[config.mk]
export PLATFORM = sky130hd
export DESIGN_NAME = tmds_word_aligner
export DESIGN_NICKNAME = d
export VERILOG_FILES = /design/src/rtl/tmds_word_aligner.sv
export SDC_FILE = /design/constraint.sdc
export NUM_CORES = 1
export LEC_CHECK = 0
export CORE_AREA = 2 2 84 86
export CTS_BUF_LIST = sky130_fd_sc_hd__clkbuf_16
export DETAILED_ROUTE_END_ITERATION = 16
export DIE_AREA = 0 0 86 88
export PLACE_DENSITY = 0.67
export SLEW_MARGIN = 40
export SYNTH_ARGS = -nofsm -noshare
export SYNTH_HDL_FRONTEND = slang
export SYNTH_SLANG_ARGS = --single-unit
[constraint.sdc]
create_clock -name i_pdata_clk -period 3.7 [get_ports i_pdata_clk]
set_clock_uncertainty 0.15 [all_clocks]
set_input_delay 0.74 -clock i_pdata_clk [delete_from_list [all_inputs] [get_ports i_pdata_clk]]
set_output_delay 0.74 -clock i_pdata_clk [all_outputs]
set_load 0.005 [all_outputs]
[src/rtl/tmds_word_aligner.sv]
// Receive-side TMDS word aligner: slides a 10-bit window across two raw ISERDES
// words until control tokens line up, then holds that offset while tokens keep arriving.
module tmds_word_aligner #(
  parameter int TOKEN_COUNT    = 8,
  parameter int SEARCH_TIMEOUT = 1024,
  parameter int LOCK_TIMEOUT   = 4096
) (
  input  logic       i_pdata_clk,
  input  logic       i_rst,
  input  logic [9:0] i_pdata,
  input  logic       i_resync,
  output logic [9:0] o_pdata,
  output logic [3:0] o_offset,
  output logic       o_ctrl_token,
  output logic       o_locked
);

  localparam int TMAX = (SEARCH_TIMEOUT > LOCK_TIMEOUT) ? SEARCH_TIMEOUT : LOCK_TIMEOUT;
  localparam int TW   = ($clog2(TMAX) < 2) ? 2 : $clog2(TMAX);
  localparam logic [TW-1:0] SEARCH_LAST = TW'(SEARCH_TIMEOUT - 1);
  localparam logic [TW-1:0] LOCK_LAST   = TW'(LOCK_TIMEOUT - 1);
  localparam logic [TW-1:0] TIMER_ONE   = TW'(1);
  localparam logic [7:0]    RUN_TARGET  = 8'(TOKEN_COUNT);

  typedef enum logic [1:0] {
    ST_SEARCH  = 2'd0,
    ST_CONFIRM = 2'd1,
    ST_LOCKED  = 2'd2
  } state_t;

  function automatic logic is_token(input logic [9:0] w);
    case (w)
      10'h354, 10'h0AB, 10'h154, 10'h2AB: is_token = 1'b1;
      default:                            is_token = 1'b0;
    endcase
  endfunction

  logic [9:0]    r_prev;
  logic [18:0]   w_win;
  logic [9:0]    w_cand;
  logic          w_tok;
  state_t        r_state, w_state_nxt;
  logic [TW-1:0] r_timer, w_timer_nxt;
  logic [7:0]    r_run, w_run_nxt;
  logic [3:0]    r_offset, w_offset_nxt;

  // The top bit of the newest word can never fall inside a 10-bit window at offset <= 9.
  assign w_win = {i_pdata[8:0], r_prev};
  assign w_tok = is_token(w_cand);

  // Barrel window: pick the 10 bits starting at the current offset.
  always_comb begin
    w_cand = w_win[9:0];
    case (r_offset)
      4'd0:    w_cand = w_win[9:0];
      4'd1:    w_cand = w_win[10:1];
      4'd2:    w_cand = w_win[11:2];
      4'd3:    w_cand = w_win[12:3];
      4'd4:    w_cand = w_win[13:4];
      4'd5:    w_cand = w_win[14:5];
      4'd6:    w_cand = w_win[15:6];
      4'd7:    w_cand = w_win[16:7];
      4'd8:    w_cand = w_win[17:8];
      4'd9:    w_cand = w_win[18:9];
      default: w_cand = w_win[9:0];
    endcase
  end

  // Acquisition FSM: next state, dwell timer, token run length and window offset.
  always_comb begin
    w_state_nxt  = r_state;
    w_timer_nxt  = r_timer;
    w_run_nxt    = r_run;
    w_offset_nxt = r_offset;
    if (i_resync) begin
      w_state_nxt = ST_SEARCH;
      w_timer_nxt = '0;
      w_run_nxt   = 8'd0;
    end else begin
      case (r_state)
        ST_SEARCH: begin
          if (w_tok) begin
            w_state_nxt = (RUN_TARGET == 8'd1) ? ST_LOCKED : ST_CONFIRM;
            w_run_nxt   = 8'd1;
            w_timer_nxt = '0;
          end else if (r_timer == SEARCH_LAST) begin
            w_offset_nxt = (r_offset == 4'd9) ? 4'd0 : r_offset + 4'd1;
            w_timer_nxt  = '0;
          end else begin
            w_timer_nxt = r_timer + TIMER_ONE;
          end
        end
        ST_CONFIRM: begin
          if (w_tok) begin
            w_run_nxt = r_run + 8'd1;
            if (r_run + 8'd1 == RUN_TARGET) begin
              w_state_nxt = ST_LOCKED;
              w_timer_nxt = '0;
            end else begin
              w_state_nxt = ST_CONFIRM;
            end
          end else begin
            // A broken run means this offset was a false hit; re-hunt without moving.
            w_state_nxt = ST_SEARCH;
            w_timer_nxt = '0;
            w_run_nxt   = 8'd0;
          end
        end
        ST_LOCKED: begin
          if (w_tok) begin
            w_timer_nxt = '0;
          end else if (r_timer == LOCK_LAST) begin
            w_state_nxt = ST_SEARCH;
            w_timer_nxt = '0;
          end else begin
            w_timer_nxt = r_timer + TIMER_ONE;
          end
        end
        default: begin
          w_state_nxt = ST_SEARCH;
          w_timer_nxt = '0;
          w_run_nxt   = 8'd0;
        end
      endcase
    end
  end

  // State, datapath and registered outputs.
  always_ff @(posedge i_pdata_clk) begin
    if (i_rst) begin
      r_prev       <= 10'd0;
      r_state      <= ST_SEARCH;
      r_timer      <= '0;
      r_run        <= 8'd0;
      r_offset     <= 4'd0;
      o_pdata      <= 10'd0;
      o_offset     <= 4'd0;
      o_ctrl_token <= 1'b0;
      o_locked     <= 1'b0;
    end else begin
      r_prev       <= i_pdata;
      r_state      <= w_state_nxt;
      r_timer      <= w_timer_nxt;
      r_run        <= w_run_nxt;
      r_offset     <= w_offset_nxt;
      o_pdata      <= w_cand;
      o_offset     <= w_offset_nxt;
      o_ctrl_token <= w_tok;
      o_locked     <= (w_state_nxt == ST_LOCKED);
    end
  end

endmodule
==> results.yml, run 1 <==
outcome:
  status: "finished, final reports clean"
grt:
  antenna_found_initial: 0
  gr-total-overflow: 0
  grt.total_usage_pct: 25.16
  grt_pass1_vias: 2951
  grt_pass1_wl_mm: 14.94
  grt_max_degree: 48
layout:
  layout_common_cells: "48 x dfxtp_1, 35 x nor2_1, 35 x buf_4, 34 x nand2_1, 28 x clkdlybuf4s50_1"
  drive_gt1_share_pct: 14.83
  finish.utilization_pct: 58.66
  register_area_um2: 960.9
  multi_input_area_um2: 2079
  area_growth_pct: 19.72
  final_net_count: 459
  layout_commonest_cell: "dfxtp_1"
  fillers: 635
  antennaDiodeCount: 0
pwr:
  cellLeakagePower_nw: 1.468
  powerDensity_nw_per_um2: 275.8
  ir_drop_mv: 0.1591
floorplan:
  rows: 30
  io-pin-count: 29
  die_w_um: 86
  fp.coreArea_um2: 6644
  dieArea_um2: 7568
  die_y_um: 88
  initial_utilization_pct: 49.00
synthesis:
  syn_nets: 419
  synth_seq_cells: 48
  synth_edf_count: 0
  synth_xor_area_share_pct: 1.614
  synthMuxAreaShare_pct: 4.766
  avgSynthCellArea_um2: 8.058
  yosys_warnings: 0
  yosys_most_used_dff: "dfxtp_1"
  yosys.area_share.adder_pct: 0.7686
  async_flop_share_pct: 0
  syn_area_um2: 3256
  synth_cell_types: 70
  synth_compound_area_share_pct: 25.71
  synth_top_family_by_area: "simple AND/OR/NAND/NOR gates"
  syn_inst: 404
  synth_seq_area_share_pct: 29.52
  synth-simple-area-share_pct: 31.01
place:
  hpwlAfterDp_mm: 6.606
  io_buffers: 28
  gp_congestion: 0.9934
  pre_cts_slack_ns: -0.07820
setup_path:
  cp.required_ns: 3.78
  path_class: "primary input to flip-flop"
  cp-end-kind: "flip-flop"
  startpoint_type: "primary input"
  arrival_ns: 3.61
  path_max_fanout: 5
clock_tree:
  worstSkewPairLatency_ns: 0.29
  numCtsBuffers: 5
  cts_tree: "built"
  cts_repair_resize_count: 0
  root_buffer: "clkbuf_16"
  hold_buffers: 0
  clockBufferDepth: 2
  htree_levels: 2
  cts_setup_buffers: 0
  path_clk_slew_ns: 0.07
  clkSinkCount: 48
detailed_routing:
  dr.pass1.iters: 4
  finalWirelength_mm: 9.195
  viasPerCell: 6.128
  ant_nets: 0
  wire_per_inst_um: 17.51
  drt_iter0_drc: 187
  vias: 3217
  drc: 0
sta:
  fmax_ghz: 0.2830
  slew-limit-headroom_pct: 57.84
  hold_slack_ns: 0.3411
  finalHoldViolations: 0
  slew_violations: 0
  setup_viol: 0
  rsz0062_at_grt: "no"
  fin_crit_sh_pct: 95.50
  setup_ws_ns: 0.1667
  post-route-min-period_ns: 3.533
  worst_pin_slew_ns: 0.6324
  setup_tns_ns: 0
min_path:
  min_path_type: "flip-flop to flip-flop"
run:
  maxCapViolations: 0
-- per-stage QoR --
stage	std cells	instance area [um2]	power (mW)
final	525	3897	1.075
after global routing	525	3897	1.108
after CTS	525	3897	1.082
after detailed placement	517	3754	0.6346
after global placement	517	3754	0.6344
after floorplan	404	3256	0.5803
-- flip-flops by register name, indices dropped and copies added, names as in the netlist --
register	cells
r_timer	12
o_pdata	10
r_prev	10
r_run	8
r_offset	4
r_state	2
o_ctrl_token	1
o_locked	1
-- cell usage after synthesis (3+ instances only) --
cell / number / area share, %
dfxtp_1: 48 / 30
nor2_1: 35 / 4.0
nand2_1: 34 / 3.9
a21oi_1: 22 / 3.4
nor2b_1: 20 / 3.8
nand3_1: 16 / 2.5
o21ai_0: 13 / 2.0
nand2b_1: 12 / 2.3
nand3b_1: 12 / 2.8
a21o_1: 11 / 2.5
clkbuf_1: 11 / 1.3
mux2i_1: 11 / 3.4
buf_2: 9 / 1.4
and3_1: 8 / 1.5
nor3_1: 8 / 1.2
a31oi_1: 7 / 1.3
nor3b_1: 7 / 1.6
a22o_1: 6 / 1.6
or2_2: 6 / 1.2
or3_1: 6 / 1.2
a211oi_1: 5 / 1.2
buf_6: 5 / 1.7
inv_1: 5 / 0.58
o2bb2ai_1: 5 / 1.3
a2111oi_0: 4 / 1.1
buf_4: 4 / 0.92
nor4_1: 4 / 0.77
xor2_1: 4 / 1.1
a22oi_1: 3 / 0.69
a31o_1: 3 / 0.81
and2_1: 3 / 0.58
inv_2: 3 / 0.35
o32ai_1: 3 / 0.81
-- final cells by class --
class	count	area share, %
tap	80	2.568
multi-input combinational	316	53.35
clock inverter	3	0.4815
inverter	8	0.7705
clock buffer	5	3.210
sequential	48	24.65
timing repair buffer	65	14.96
-- worst paths after layout --
kind,start,end,slack (ns),cells after the start
min,r_timer[8],r_timer[8],0.34,1
max,i_pdata[1],r_run[3],0.17,12
max reg2reg,r_offset[3],r_run[3],0.25,10
min reg2reg,r_timer[8],r_timer[8],0.34,1
-- metal layers --
metal / vias up / global-route usage (%) / part of all wire [%]
met4: 0 / 10.68 / 3.7
met2: 134 / 42.92 / 48
met1: 1499 / 31.69 / 42
li1: 1557 / - / -
met5: - / 0 / 0
met3: 27 / 3.770 / 6.4
-- worst max-delay path, cell delays in order --
cell	delay, ns
clkdlybuf4s50_1	0.54
buf_4	0.14
nand3b_1	0.09
a21oi_1	0.18
nor4_1	0.10
a22oi_1	0.24
nand4_1	0.14
or4_4	0.53
and2_1	0.23
buf_4	0.17
a2111oi_0	0.37
a21o_1	0.13
-- power by group --
group	switching, mW	total (mW)	internal (mW)
Clock	0.202	0.451	0.248
Sequential	0.0132	0.541	0.528
Combinational	0.0384	0.0832	0.0448
Total	0.254	1.08	0.821
-- logic make-up (layout without fill, tap and decap cells) --
group,after synthesis,after routing
flip-flops,48,48
multiplexers,14,14
AO/OA/AOI/OAI,112,112
adder cells (fa/ha/maj),2,2
AND/OR/NAND/NOR,182,182
XOR/XNOR,6,6
buffers and inverters,40,81
(Power assumes the default switching activity.)
==> inputs of run 2 (changes only) <==
MAX_ROUTING_LAYER = met4   (was not set)
SKIP_LAST_GASP = 1   (was not set)
==> run 2 against run 1 <==
Sequential share of layout area shrank 0.055 points; combinational power is essentially flat; clock power shrank 2%; routed wire length shrank 1.3%; critical path type unchanged; clock-buffer cell count is the same; largest cell class unchanged; die area is the same; worst hold slack gained 0.00050 ns; critical path depth shrank 1; non-clock buffer count grew 1; first-iteration DRC count grew 2.1%; critical endpoint unchanged.
==> results.yml, run 2 (same netlist as run 1, synthesis figures left out) <==
setup_path:
  crit_buf_inv: 2
  cp.required_ns: 3.78
  r2r_cells: 11
  path_cells: "clkdlybuf4s50_1, nor3b_1, a2111oi_1, nor4_1, a22oi_1, nand4_1, or4_4, and2_1, buf_4, a2111oi_0, a21o_1"
  r2r_setup_slack_ns: 0.24
  critPathMaxStageDelay_ns: 0.53
  crit_family: "compound AO/OA/AOI/OAI gates"
  cp-end-kind: "flip-flop"
  path_max_fanout: 5
  cp_slowest_cell: "or4_4"
  worst_r2r_endpoint: "r_run[3]"
  r2r_start: "r_offset[3]"
  path_class: "primary input to flip-flop"
  arrival_ns: 3.58
  startpoint_type: "primary input"
outcome:
  status: "finished, final reports clean"
detailed_routing:
  vias: 3186
  viasPerCell: 6.057
  wire_per_inst_um: 17.26
  finalWirelength_mm: 9.078
  drc: 0
  drt_iter0_drc: 191
  ant_nets: 0
  dr.pass1.iters: 5
layout:
  layout_commonest_cell: "dfxtp_1"
  layout_common_cells: "48 x dfxtp_1, 36 x buf_4, 35 x nor2_1, 34 x nand2_1, 28 x clkdlybuf4s50_1"
  register_area_um2: 960.9
  largest_register: "r_timer"
  area_growth_pct: 19.98
  antennaDiodeCount: 0
  drive_gt1_share_pct: 15.02
  fillers: 598
  finish.utilization_pct: 58.79
  final_net_count: 460
  top_regs: "r_timer (12), o_pdata (10), r_prev (10)"
  multi_input_area_um2: 2081
  largest_reg_flops: 12
clock_tree:
  clkSinkCount: 48
  worstSkewPairLatency_ns: 0.28
  htree_levels: 2
  hold_buffers: 0
  clockBufferDepth: 2
  numCtsBuffers: 5
  cts_tree: "built"
  path_clk_slew_ns: 0.07
  root_buffer: "clkbuf_16"
sta:
  slew_violations: 0
  slew-limit-headroom_pct: 64.22
  post-route-min-period_ns: 3.506
  fin_crit_sh_pct: 94.75
  finalHoldViolations: 0
  setup_viol: 0
  worst_pin_slew_ns: 0.5368
  fmax_ghz: 0.2852
grt:
  gr-total-overflow: 0
  grt_max_degree: 47
  grt.total_usage_pct: 25.63
  grt_pass1_vias: 2876
  grt_pass1_wl_mm: 14.99
  antenna_found_initial: 0
floorplan:
  die_y_um: 88
  initial_utilization_pct: 49.00
  io-pin-count: 29
  die_w_um: 86
  rows: 30
  dieArea_um2: 7568
  fp.coreArea_um2: 6644
pwr:
  cellLeakagePower_nw: 1.475
  powerDensity_nw_per_um2: 273.4
  power_mw: 1.068
  ir_drop_mv: 0.2155
run:
  maxCapViolations: 0
place:
  hpwlAfterDp_mm: 6.647
  gp_congestion: 0.9730
  io_buffers: 28
min_path:
  hold_end: "r_timer[8]"
  hp-start: "r_timer[8]"
  holdPathStages: 1
  min_path_type: "flip-flop to flip-flop"
## run 2: cell count changes in the layout (fill, tap and decap cells not counted), sizes merged
cell / previous run / this run
buf: 37 / 38
## run 2: repair_timing
action	CTS	global route
resized for setup	0	1
setup buffers	0	0
setup endpoints to repair	0	13
## run 2: stage by stage
stage / area [um2] / instances / hold WS [ns] / setup slack, ns / setup TNS [ns]
2_1_floorplan: 3256 / 404 / 0.3163 / 0.5097 / 0
3_3_place_gp: 3761 / 518 / 0.3252 / -0.02874 / -0.09295
3_5_place_dp: 3761 / 518 / 0.3341 / -0.06936 / -0.5647
4_1_cts: 3905 / 526 / 0.3430 / 0.2198 / 0
5_1_grt: 3906 / 526 / 0.3609 / -0.01386 / -0.01386
6_report: 3906 / 526 / 0.3416 / 0.1941 / 0
## run 2: power breakdown
group          internal (mW)  switching [mW]
logic                 0.0448          0.0386
registers              0.528          0.0136
clock network          0.248           0.195
## run 2: layer usage
layer	vias up	part of all wire (%)	track usage (%)
met3	11	4.3	3.110
met1	1512	45	33.01
li1	1560	-	-
met2	103	50	42.57
met4	0	1.2	6.782
met5	-	0	-
## run 2: cell type report
class	instances	share of cell area (%)
clock inverters	3	0.4805
flip-flops and latches	48	24.60
repair buffers	66	15.12
well taps	80	2.562
inverters	8	0.7687
clock buffers	5	3.203
multi-input cells	316	53.27
## run 2: how the worst max path moves through the flow
| stage | from | to | slack, ns | cells past startpoint |
|---|---|---|---|---|
| after global placement | i_pdata[1] | r_run[3] | -0.03 | 11 |
| final | i_pdata[5] | r_run[3] | 0.19 | 11 |
| after global routing | i_pdata[5] | r_run[3] | -0.01 | 11 |
| after floorplan | i_pdata[6] | r_timer[0] | 0.51 | 11 |
| after detailed placement | i_pdata[5] | r_run[2] | -0.07 | 11 |
| after CTS | i_pdata[5] | r_run[2] | 0.22 | 11 |
## run 2: worst register-to-register path, cell delays in order (launching register included)
cell and delay (ns):
dfxtp_1 0.64, buf_4 0.24, nand2b_1 0.21, a21oi_1 0.11
nor4_4 0.30, o2bb2ai_1 0.19, nand4_1 0.14, or4_4 0.53
and2_1 0.22, buf_4 0.17, a2111oi_0 0.38, a21o_1 0.12
